===== src/rtl/thread_issue_scheduler_if.sv =====
// Issue/feedback bundle between the barrel-thread scheduler and its control path.
// The master drives enables, fault clears and I/O readiness; the slave is the scheduler.
interface thread_issue_scheduler_if #(
  parameter int THREAD_COUNT      = 8,
  parameter int THREAD_ADDR_WIDTH = 3
);
  logic [THREAD_COUNT-1:0]      thread_enable;
  logic [THREAD_COUNT-1:0]      fault_clear;
  logic                         io_ready;
  logic [THREAD_ADDR_WIDTH-1:0] issue_thread;
  logic                         issue_valid;
  logic                         pc_hold;
  logic [THREAD_ADDR_WIDTH-1:0] pc_hold_thread;
  logic [THREAD_COUNT-1:0]      fault_mask;
  logic                         busy;

  modport master (
    output thread_enable, fault_clear, io_ready,
    input  issue_thread, issue_valid, pc_hold, pc_hold_thread, fault_mask, busy
  );

  modport slave (
    input  thread_enable, fault_clear, io_ready,
    output issue_thread, issue_valid, pc_hold, pc_hold_thread, fault_mask, busy
  );
endinterface


===== src/rtl/thread_issue_scheduler.sv =====
// Barrel-thread issue scheduler: fixed round-robin slot, delayed I/O readiness feedback,
// PC hold on not-ready accesses and fault parking of threads that stall repeatedly.
module thread_issue_scheduler #(
  parameter int THREAD_COUNT      = 8,
  parameter int THREAD_ADDR_WIDTH = 3,
  parameter int FEEDBACK_DELAY    = 4,
  parameter int STALL_LIMIT       = 16,
  parameter int STALL_COUNT_WIDTH = 8
) (
  input  logic                     clock,
  input  logic                     reset,
  thread_issue_scheduler_if.slave  bus
);

  typedef struct packed {
    logic [THREAD_ADDR_WIDTH-1:0] thread;
    logic                         valid;
  } fb_entry_t;

  localparam logic [STALL_COUNT_WIDTH-1:0] STALL_LIMIT_C = STALL_COUNT_WIDTH'(STALL_LIMIT);
  localparam logic [STALL_COUNT_WIDTH-1:0] STALL_MAX_C   = '1;

  logic [THREAD_ADDR_WIDTH-1:0] ptr_q, ptr_d;
  fb_entry_t                    line_q [FEEDBACK_DELAY];
  logic [THREAD_COUNT-1:0]      fault_mask_q, fault_mask_d;
  logic [STALL_COUNT_WIDTH-1:0] stall_q [THREAD_COUNT];
  logic [STALL_COUNT_WIDTH-1:0] stall_d [THREAD_COUNT];

  fb_entry_t                    tail;
  logic                         issue_valid;
  logic                         busy;
  logic [STALL_COUNT_WIDTH-1:0] stall_inc;

  assign tail        = line_q[FEEDBACK_DELAY-1];
  assign issue_valid = bus.thread_enable[ptr_q] & ~fault_mask_q[ptr_q];
  // Thread count is a power of two, so the natural wrap of the adder is the modulo.
  assign ptr_d       = ptr_q + THREAD_ADDR_WIDTH'(1);

  always_comb begin
    busy = 1'b0;
    for (int i = 0; i < FEEDBACK_DELAY; i++) begin
      busy = busy | line_q[i].valid;
    end
  end

  assign stall_inc = (stall_q[tail.thread] == STALL_MAX_C) ? STALL_MAX_C
                                                           : stall_q[tail.thread] + STALL_COUNT_WIDTH'(1);

  // NOTE: every variable gets its default first so no path leaves a latch behind.
  always_comb begin
    fault_mask_d = fault_mask_q;
    stall_d      = stall_q;
    for (int t = 0; t < THREAD_COUNT; t++) begin
      if (bus.fault_clear[t]) begin
        fault_mask_d[t] = 1'b0;
        stall_d[t]      = '0;
      end
    end
    // Feedback is applied after the clears so a fault set for the same thread wins.
    if (tail.valid) begin
      if (bus.io_ready) begin
        stall_d[tail.thread] = '0;
      end else if (stall_inc >= STALL_LIMIT_C && !fault_mask_q[tail.thread]) begin
        fault_mask_d[tail.thread] = 1'b1;
        stall_d[tail.thread]      = '0;
      end else if (!bus.fault_clear[tail.thread]) begin
        stall_d[tail.thread] = stall_inc;
      end
    end
  end

  // NOTE: the per-thread counters are reset too; a stale count would fault a thread early.
  always_ff @(posedge clock or posedge reset) begin
    if (reset) begin
      ptr_q        <= '0;
      fault_mask_q <= '0;
      for (int i = 0; i < FEEDBACK_DELAY; i++) begin
        line_q[i] <= '0;
      end
      for (int t = 0; t < THREAD_COUNT; t++) begin
        stall_q[t] <= '0;
      end
    end else begin
      ptr_q        <= ptr_d;
      fault_mask_q <= fault_mask_d;
      line_q[0]    <= '{thread: ptr_q, valid: issue_valid};
      for (int i = 1; i < FEEDBACK_DELAY; i++) begin
        line_q[i] <= line_q[i-1];
      end
      stall_q <= stall_d;
    end
  end

  assign bus.issue_thread   = ptr_q;
  assign bus.issue_valid    = issue_valid;
  assign bus.pc_hold        = tail.valid & ~bus.io_ready;
  assign bus.pc_hold_thread = tail.thread;
  assign bus.fault_mask     = fault_mask_q;
  assign bus.busy           = busy;

endmodule


===== src/flat_wrapper.sv =====
// flat-port wrapper written by rule: the top's interface ports become plain ports
module thread_issue_scheduler_flat 
#(
  parameter int THREAD_COUNT      = 8,
  parameter int THREAD_ADDR_WIDTH = 3,
  parameter int FEEDBACK_DELAY    = 4,
  parameter int STALL_LIMIT       = 16,
  parameter int STALL_COUNT_WIDTH = 8
)
  (clock, reset, bus_thread_enable, bus_fault_clear, bus_io_ready, bus_issue_thread, bus_issue_valid, bus_pc_hold, bus_pc_hold_thread, bus_fault_mask, bus_busy);
  thread_issue_scheduler_if #(.THREAD_COUNT(THREAD_COUNT), .THREAD_ADDR_WIDTH(THREAD_ADDR_WIDTH)) bus_i ();
  input  logic clock;
  input  logic reset;
  input wire logic [$bits(bus_i.thread_enable)-1:0] bus_thread_enable;
  input wire logic [$bits(bus_i.fault_clear)-1:0] bus_fault_clear;
  input wire logic [$bits(bus_i.io_ready)-1:0] bus_io_ready;
  output wire logic [$bits(bus_i.issue_thread)-1:0] bus_issue_thread;
  output wire logic [$bits(bus_i.issue_valid)-1:0] bus_issue_valid;
  output wire logic [$bits(bus_i.pc_hold)-1:0] bus_pc_hold;
  output wire logic [$bits(bus_i.pc_hold_thread)-1:0] bus_pc_hold_thread;
  output wire logic [$bits(bus_i.fault_mask)-1:0] bus_fault_mask;
  output wire logic [$bits(bus_i.busy)-1:0] bus_busy;
  assign bus_i.thread_enable = bus_thread_enable;
  assign bus_i.fault_clear = bus_fault_clear;
  assign bus_i.io_ready = bus_io_ready;
  assign bus_issue_thread = bus_i.issue_thread;
  assign bus_issue_valid = bus_i.issue_valid;
  assign bus_pc_hold = bus_i.pc_hold;
  assign bus_pc_hold_thread = bus_i.pc_hold_thread;
  assign bus_fault_mask = bus_i.fault_mask;
  assign bus_busy = bus_i.busy;
  thread_issue_scheduler #(.THREAD_COUNT(THREAD_COUNT), .THREAD_ADDR_WIDTH(THREAD_ADDR_WIDTH), .FEEDBACK_DELAY(FEEDBACK_DELAY), .STALL_LIMIT(STALL_LIMIT), .STALL_COUNT_WIDTH(STALL_COUNT_WIDTH)) u_core (.clock(clock), .reset(reset), .bus(bus_i));
endmodule

===== config.mk =====
export PLATFORM = sky130hd
export DESIGN_NAME = thread_issue_scheduler_flat
export DESIGN_NICKNAME = d
export VERILOG_FILES = /design/src/rtl/thread_issue_scheduler_if.sv /design/src/rtl/thread_issue_scheduler.sv /design/src/flat_wrapper.sv
export SDC_FILE = /design/constraint.sdc
export NUM_CORES = 1
export LEC_CHECK = 0
export ABC_AREA = 1
export CAP_MARGIN = 0
export CORE_ASPECT_RATIO = 1.75
export CORE_MARGIN = 3
export CORE_UTILIZATION = 38
export CTS_BUF_LIST = sky130_fd_sc_hd__clkbuf_4
export CTS_CLUSTER_DIAMETER = 100
export DETAILED_ROUTE_END_ITERATION = 6
export PLACE_DENSITY_LB_ADDON = 0.05
export SYNTH_ARGS = -nofsm -noshare
export SYNTH_HDL_FRONTEND = slang
export SYNTH_SLANG_ARGS = --single-unit

===== constraint.sdc =====
create_clock -name clock -period 3.7 [get_ports clock]
set_input_delay 0.555 -clock clock [delete_from_list [all_inputs] [get_ports clock]]
set_output_delay 0.555 -clock clock [all_outputs]
set_load 0.01 [all_outputs]

==> run metrics, run 1 <==
actual slew at the worst max-slew pin=942.5 ps; HP Start=u_core.line_q[9]; Crit. End Element=flip-flop; pin count of the biggest net entering global routing=91; Worst Skew=23.83 ps; antenna viol nets, final=0; peak supply drop=0.0004381 V; CP startpoint kind=flip-flop; cts repair resizes=0; die area=18690 µm²; failing checks=DRC; distinct cell type count after synthesis=35; Comb pwr share=49.6%; Synth area leader=dfrtp_1; Setup-failing EPs final=0; post-synthesis average cell area=6.478 µm²; Clock power frac=15.1%; CTS tree=done; internal power=2065 µW; Initial Util=39.16%; status=complete, but fails checks; switch share=47.22%; Final HPWL DP=15.28 mm; max cap viols=0; Yosys reg bits=91; RSZ-0062 raised after global routing=false; min cycle time layout=3262 ps; final hold violation count=0; Power Density=544.6 nW/µm²; WL per Instance=17.91 µm; routability cong.=0.9091; final WL=22.41 mm; Core ar.=16520 µm²; DP Area=7048 µm²; Post-Syn Instances=999; Area Growth Syn to Fin=11.04%; root buf cell=clkbuf_4; Fmax=0.3066 GHz; total power=3913 µW; proportion of layout cells with a drive suffix above 1=7.700%; commonest non-fill, non-tap cell in the layout=nand2_1; nets@finish=1042; Die Ht=178.6 µm; drt pass-1 iters=7; worst-case clock buffer depth=2; Vias=6599; crit path kind=reg2reg; antenna violations before repair=1; RR Startpoint=u_core.bus.pc_hold_thread[1]; CTS Hold Bufs=0; most frequent cells in the layout=nand2_1, nand3_1, inv_1; slew margin rel.=37.17%; post-synthesis cell area=6471 µm²; CTS buffer count=9; global-route wire length before repair=36.30 mm; H-tree levels=3; Tot GR Track Use=25.04%; Req. time, crit path=4040 ps; vias in the first global route=6392; Synth Warn #=0; Post-Layout Inst Area=7186 µm²; Die X=104.6 µm; Reg power frac=35.3%; max-slew violations=0; num ports=36; Clock transition at path regs=150 ps; post-route DRC violation count=4; Hold Crit Class=reg2reg; Clock Latency Late Sink=500 ps; setup_tns=0 ps; Synth Net Count=1020; Post-CTS Setup Repair Bufs=0; area share of the largest cell type after synthesis=35.19%; final period utilization=88.16%; critical path fanouts, max=8; leakage power=0.003704 µW; Area contributors post-synth=dfrtp_1, nand2_1, nand3_1, inv_1, o21ai_0; vias per cell=5.275; switching power=1848 µW; crit path from=u_core.bus.pc_hold_thread[1]; port buffer count=35; sequential-to-total area share from yosys stat=35.19%; clock sinks=91; gr ovfl total=0; critical path arrival=3600 ps; row count=62; initial DRC count=435
metrics by stage:
stage	std cells	util, %	hold WS [ps]	setup slack, ps
floorplan	999	-	331.2	781.4
global placement	1234	42.65	333.5	530.4
detailed placement	1234	42.65	337.3	484.3
CTS	1250	43.47	370.2	458.2
global route	1251	43.49	376.4	27.09
finish	1251	43.49	366.8	438.1
worst paths after layout:
| kind | to | slack [ps] | cells after the start |
|---|---|---|---|
| worst max register to register | u_core.stall_q[23] | 440 | 18 |
| min in group asynchronous | u_core.bus.fault_mask[7] | 460 | 2 |
| worst max-delay path | u_core.stall_q[23] | 440 | 18 |
| worst min-delay path | u_core.line_q[5] | 370 | 0 |
| worst min register to register | u_core.line_q[5] | 370 | 0 |
| max in group asynchronous | u_core.bus.fault_mask[0] | 2520 | 3 |
registers in the layout (all words and copies together), names as in the netlist:
signal                     count
u_core.bus.fault_mask          8
u_core.bus.issue_thread        3
u_core.bus.pc_hold_thread      3
u_core.line_q                 13
u_core.stall_q                64
cell families after synthesis:
| group | after synthesis | share of synthesized area [%] |
|---|---|---|
| AO/OA/AOI/OAI | 129 | 11.85 |
| XOR/XNOR | 1 | 0.1354 |
| adder cells (fa/ha/maj) | 2 | 0.3866 |
| buffers and inverters | 166 | 11.66 |
| flip-flops | 91 | 35.19 |
| AND/OR/NAND/NOR | 610 | 40.78 |
synthesized netlist by cell type, drive strengths merged:
cell type,count
buf,33
a21oi,25
nor3,7
ha,2
nand3,185
o31ai,5
dfrtp,91
nand4,6
o21a,1
nand3b,1
xor2,1
clkinv,5
a221o,1
a21boi,33
clkbuf,23
inv,105
a31o,1
a221oi,2
nor2,71
nand2,340
o21ai,55
o22ai,6
worst max-delay path, cell delays in order (launching register included):
cell      delay [ps]
dfrtp_1          540
buf_4            230
nand2_2           90
nor2_2            60
nand2_1          110
nand3_1          100
nor2_2           190
inv_1             70
ha_1             200
inv_1             70
nor2_2            50
nand2_1           70
inv_1             70
nand2_4          110
nand3_1          510
a21boi_0         340
nand3_1          100
nand3_1           90
o21ai_0           90
power groups by stage:
stage	Clock, µW	Sequential [µW]	Combinational, µW
final	592	1380	1940
after global routing	647	1410	2200
after CTS	613	1380	1940
after detailed placement	0	1400	1940
after global placement	0	1400	1940
after floorplan	0	1350	1420
layer usage:
metal / GRT usage (%) / wire length [µm]
met1: 31.68 / 9445
met3: 3.115 / 1141
met5: 0 / 0
met2: 43.85 / 11290
met4: 9.031 / 534
layout make-up:
cell class | instances | area [µm²]
fillers | 1791 | 9338
multi-input cells | 742 | 3440
flip-flops and latches | 91 | 2280
repair buffers | 67 | 628.1
inverters | 110 | 420.4
well taps | 224 | 280.3
clock buffers | 9 | 67.56
clock inverters | 7 | 67.56
diodes | 1 | 2.502
Power figures use the tool's default switching activity.
==> inputs of run 2 (changes only) <==
CORE_UTILIZATION = 45   (was 38)
==> run 2 against run 1 <==
The run now ends clean. Register-to-register slack about the same. First-iteration DRC count increased by 4.1%. Non-clock buffer count is 4 lower. Critical path depth is 3 higher. Clock power rose by 6.4%. Sequential share of layout area up 0.33 points. Via count grew 0.36%. Largest power group unchanged. Cell count is 4.1% lower. Critical endpoint is now u_core.stall_q[59].
==> run metrics, run 2 (synthesis gave the netlist of run 1 again) <==
status=complete, no violations; H-tree levels=3 (unchanged); nets@finish=1038 (-0.38%); vias in the first global route=6406 (+0.22%); Core ar.=13980 µm² (-15%); critical path arrival=3580 ps (-20 ps); Final HPWL DP=14.65 mm (-4.1%); Die X=96.65 µm (-7.6%); CTS tree=done; peak supply drop=0.0004944 V (+13%); Die Ht=164.6 µm (-7.8%); CTS buffer count=9 (unchanged); Hold Crit Class=reg2reg; most frequent cells in the layout=nand2_1, nand3_1, inv_1; Req. time, crit path=4020 ps (-20 ps); global-route wire length before repair=34.35 mm (-5.4%); Final Non-Filler Cells=1200 (-4.1%); proportion of layout cells with a drive suffix above 1=7.534% (-0.17 points); # fillers=1529 (-15%); max-slew violations=0 (unchanged); row count=57 (-8.1%); vias per cell=5.519 (+4.6%); reg2reg setup slack=440 ps (about the same); crit path kind=reg2reg; Most Crowded Layer GR=met2; initial DRC count=453 (+4.1%); Fmax=0.3067 GHz (about the same); M3 GR Usage=3.212% (+0.097 points); antenna violations before repair=1 (unchanged); CP startpoint kind=flip-flop; root buf cell=clkbuf_4; clock sinks=91 (unchanged); gr ovfl total=0 (unchanged); commonest non-fill, non-tap cell in the layout=nand2_1; min cycle time layout=3261 ps (-1.156 ps); largest register by flop count=u_core.stall_q; Clock Latency Late Sink=470 ps (-30 ps); Worst Skew=18.22 ps (-5.609 ps); RSZ-0062 raised after global routing=false; fin worst setup slack=439.2 ps (+1.156 ps); antenna viol nets, final=0 (unchanged); port buffer count=35 (unchanged); Clock transition at path regs=160 ps (about the same); Setup-failing EPs final=0 (unchanged); setup_tns=0 ps (unchanged); Setup WS pre-CTS=450.8 ps (-33.46 ps); routability cong.=0.9595 (+5.5%); Crit. End Element=flip-flop; Post-CTS Setup Repair Bufs=0 (unchanged); max reg flops=64 (unchanged); pin count of the biggest net entering global routing=91 (unchanged); Util after Layout=50.87% (+7.4 points); critical path fanouts, max=20 (+12); final hold slack=373.9 ps (+7.126 ps); final hold violation count=0 (unchanged); Area Growth Syn to Fin=9.880%; die area=15910 µm² (-15%); num ports=36 (unchanged); post-route DRC violation count=0 (-4); WL per Instance=17.62 µm (-1.7%); cts repair resizes=0 (unchanged); Vias=6623 (+0.36%); final period utilization=88.13% (about the same); max cap viols=0 (unchanged); slew margin rel.=38.14% (+0.98 points); Power Density=555.2 nW/µm² (+1.9%); worst-case clock buffer depth=2 (unchanged); met1 usage=34.26% (+2.6 points); Initial Util=46.29% (+7.1 points); Tot GR Track Use=27.05% (+2.0 points); actual slew at the worst max-slew pin=927.8 ps (-14.63 ps); leakage power=0.003684 µW (-0.55%); met2 Usage GRT=47.33% (+3.5 points); CTS Hold Bufs=0 (unchanged); drt pass-1 iters=6 (-1); final WL=21.14 mm (-5.7%); placed cells=1183 (-4.1%)
-- run 2: changes by cell type in the layout (fill, tap and decap cells not counted) --
cell        change
buf_4           -4
clkinv_4        -1
clkinv_1        -2
clkinvlp_4      +2
inv_6           +1
inv_8           +1
clkinv_2        -1
-- run 2: power breakdown --
part           switching (µW)  internal [µW]  total [µW]
Combinational            1310            624        1930
Sequential                152           1240        1390
Clock                     415            215         630
-- run 2: worst paths after layout --
| path | endpoint | cells after the start | start |
|---|---|---|---|
| hold reg to reg | u_core.line_q[5] | 0 | u_core.line_q[9] |
| setup reg to reg | u_core.stall_q[59] | 21 | u_core.bus.pc_hold_thread[2] |
| min in group asynchronous | u_core.stall_q[23] | 2 | reset |
| hold / removal | u_core.line_q[5] | 0 | u_core.line_q[9] |
| max in group asynchronous | u_core.line_q[14] | 3 | reset |
| setup / recovery | u_core.stall_q[59] | 21 | u_core.bus.pc_hold_thread[2] |
-- run 2: worst max-delay path, stage by stage, from the launching register on --
cell and delay (ps):
dfrtp_1 750, inv_2 180, nor2_4 220, nand3_1 100, nand3_1 110, nor2_2 60
inv_1 50, ha_1 140, inv_1 50, nor2_2 160, nand2_1 90, inv_1 90
nand2_4 90, nand3_4 180, nor2_1 60, nand2_1 70, nand2_2 80, nand2_2 100
buf_4 270, nand2_1 80, nand3_1 60, o21ai_0 110
-- run 2: through the flow --
| stage | power (µW) | cell area (µm²) |
|---|---|---|
| floorplan | 2770 | 6471 |
| global placement | 3306 | 6959 |
| detailed placement | 3317 | 6959 |
| CTS | 3948 | 7108 |
| global route | 4258 | 7111 |
| finish | 3948 | 7111 |
-- run 2: cell type report --
type | instances | area [µm²] | area share, %
Sequential cell | 91 | 2280 | 32.06
Clock buffer | 9 | 67.56 | 0.9502
Inverter | 110 | 420.4 | 5.912
Multi-Input combinational cell | 742 | 3440 | 48.37
Tap cell | 177 | 221.5 | 3.115
Timing Repair Buffer | 63 | 598.1 | 8.411
Antenna cell | 1 | 2.502 | 0.03519
Clock inverter | 7 | 81.33 | 1.144
-- run 2: layer usage --
metal	up-vias	part of all wire (%)
li1	3252	-
met1	3086	42
met2	237	50
met3	48	5.1
met4	0	3.1
met5	-	0
==> inputs of run 3 (changes only) <==
CTS_CLUSTER_SIZE = 10   (was default)
MAX_ROUTING_LAYER = met4   (was default)
==> run 3 against run 2 <==
Cell count unchanged. Clock power about the same. Critical endpoint unchanged. Combinational power about the same. Setup slack got worse by 13 ps. Non-clock buffer count unchanged. First-iteration DRC count increased by 14%. Via count increased by 0.71%. Register-to-register slack about the same. Highest routed layer unchanged.
==> run metrics, run 3 (synthesis gave the netlist of run 1 again) <==
status=complete, no violations; antenna viol nets, final=0 (unchanged); Worst Skew=17.63 ps (-0.5945 ps); Final HPWL DP=14.65 mm (unchanged); antenna violations before repair=1 (unchanged); reg2reg path depth=21 (unchanged); fin worst setup slack=425.7 ps (-13.49 ps); clock sinks=91 (unchanged); commonest non-fill, non-tap cell in the layout=nand2_1; die area=15910 µm² (unchanged); WL per Instance=17.65 µm (+0.22%); Setup WS pre-CTS=450.8 ps (unchanged); switching power=1871 µW (-0.14%); port buffer count=35 (unchanged); leakage power=0.003684 µW (unchanged); reg2reg setup slack=430 ps (about the same); min cycle time layout=3274 ps (+13.49 ps); FF-to-FF End=u_core.stall_q[59]; vias per cell=5.558 (+0.71%); H-tree levels=3 (unchanged); Tot GR Track Use=27.85% (+0.81 points); Reg area=2280 µm² (unchanged); pin count of the biggest net entering global routing=91 (unchanged); final WL=21.18 mm (+0.22%); slew margin rel.=38.22% (+0.072 points); switch share=47.42% (about the same); cts repair resizes=0 (unchanged); Post-CTS Setup Repair Bufs=0 (unchanged); CTS tree=done; critical path arrival=3590 ps (about the same); Clock transition at path regs=160 ps (about the same); peak supply drop=0.0004928 V (-0.34%); # fillers=1529 (unchanged); final hold violation count=0 (unchanged); RR Startpoint=u_core.bus.pc_hold_thread[2]; vias in the first global route=6395 (-0.17%); row count=57 (unchanged); DP Area=6959 µm² (unchanged); Setup-failing EPs final=0 (unchanged); Comb pwr share=48.9% (about the same); Initial Util=46.29% (unchanged); initial DRC count=516 (+14%); RSZ-0062 raised after global routing=false; footprint of the multi-input gates=3440 µm² (unchanged); Die Ht=164.6 µm (unchanged); Area Growth Syn to Fin=9.880% (unchanged); Fmax=0.3054 GHz (-0.41%); num ports=36 (unchanged); final period utilization=88.49% (+0.36 points); max cap viols=0 (unchanged); Post-Layout Inst Area=7111 µm² (unchanged); Core ar.=13980 µm² (unchanged); internal power=2074 µW (about the same); worst-case clock buffer depth=2 (unchanged); post-route DRC violation count=0 (unchanged); CP startpoint kind=flip-flop; drt pass-1 iters=5 (-1); max-slew violations=0 (unchanged); Crit. End Element=flip-flop; gr ovfl total=0 (unchanged); Power Density=554.8 nW/µm² (about the same); HP Start=u_core.line_q[9]; Clock Latency Late Sink=480 ps (about the same); global-route wire length before repair=34.36 mm (about the same); nets@finish=1038 (unchanged); actual slew at the worst max-slew pin=926.7 ps (-1.085 ps); CTS buffer count=9 (unchanged); Reg power frac=35.2% (about the same); Req. time, crit path=4020 ps (about the same); proportion of layout cells with a drive suffix above 1=7.534% (unchanged); Hold Path End=u_core.line_q[5]; routability cong.=0.9772 (+1.8%); CTS Hold Bufs=0 (unchanged); Vias=6670 (+0.71%); most frequent cells in the layout=nand2_1, nand3_1, inv_1; worst hold path stage count=0 (unchanged); Die X=96.65 µm (unchanged); critical path fanouts, max=20 (unchanged); setup_tns=0 ps (unchanged); root buf cell=clkbuf_4; Hold Crit Class=reg2reg; max reg flops=64 (unchanged); largest register by flop count=u_core.stall_q; crit path kind=reg2reg; Clock power frac=15.9% (about the same)
## run 3: worst max path at each step
stage,start,end,slack [ps],cells after the start
after CTS,u_core.bus.pc_hold_thread[2],u_core.stall_q[35],460,20
after floorplan,reset,u_core.bus.fault_mask[0],780,1
after global routing,u_core.bus.pc_hold_thread[2],u_core.stall_q[23],90,18
after global placement,bus_fault_clear[4],u_core.stall_q[45],440,14
after detailed placement,bus_fault_clear[4],u_core.stall_q[41],450,14
final,u_core.bus.pc_hold_thread[2],u_core.stall_q[59],430,21
## run 3: final cells by class
type	instances	share of cell area [%]
Antenna cell	1	0.03519
Clock buffer	9	0.9502
Clock inverter	7	1.144
Inverter	110	5.912
Multi-Input combinational cell	742	48.37
Sequential cell	91	32.06
Tap cell	177	3.115
Timing Repair Buffer	63	8.411
## run 3: critical path, cell delays in order, from the launching register on
cell and delay (ps):
dfrtp_1 750, inv_2 180, nor2_4 220, nand3_1 100, nand3_1 110, nor2_2 60
inv_1 50, ha_1 140, inv_1 50, nor2_2 160, nand2_1 90, inv_1 90
nand2_4 90, nand3_4 180, nor2_1 60, nand2_1 70, nand2_2 90, nand2_2 100
buf_4 270, nand2_1 80, nand3_1 60, o21ai_0 110
## run 3: per-stage QoR
stage                     hold slack (ps)  power (µW)  util, %  cells
final                               373.8        3945    50.87   1200
after global routing                379.2        4259    50.87   1200
after CTS                           372.1        3948    50.85   1199
after detailed placement            337.8        3317    49.79   1183
after global placement              331.7        3306    49.79   1183
after floorplan                     331.2        2770        -    999
## run 3: metal layers
layer	vias to the layer above	track usage, %	wire (µm)
met5	-	-	0
met4	0	10.03	607
met1	3104	34.45	8738
met3	40	3.001	1286
met2	274	47.36	10550
li1	3252	-	-
## run 3: power by group through the flow
stage | logic (µW) | registers (µW) | clock network [µW]
final | 1930 | 1390 | 628
after global routing | 2170 | 1410 | 672
after CTS | 1920 | 1380 | 643
after detailed placement | 1910 | 1400 | 0
after global placement | 1900 | 1400 | 0
after floorplan | 1420 | 1350 | 0
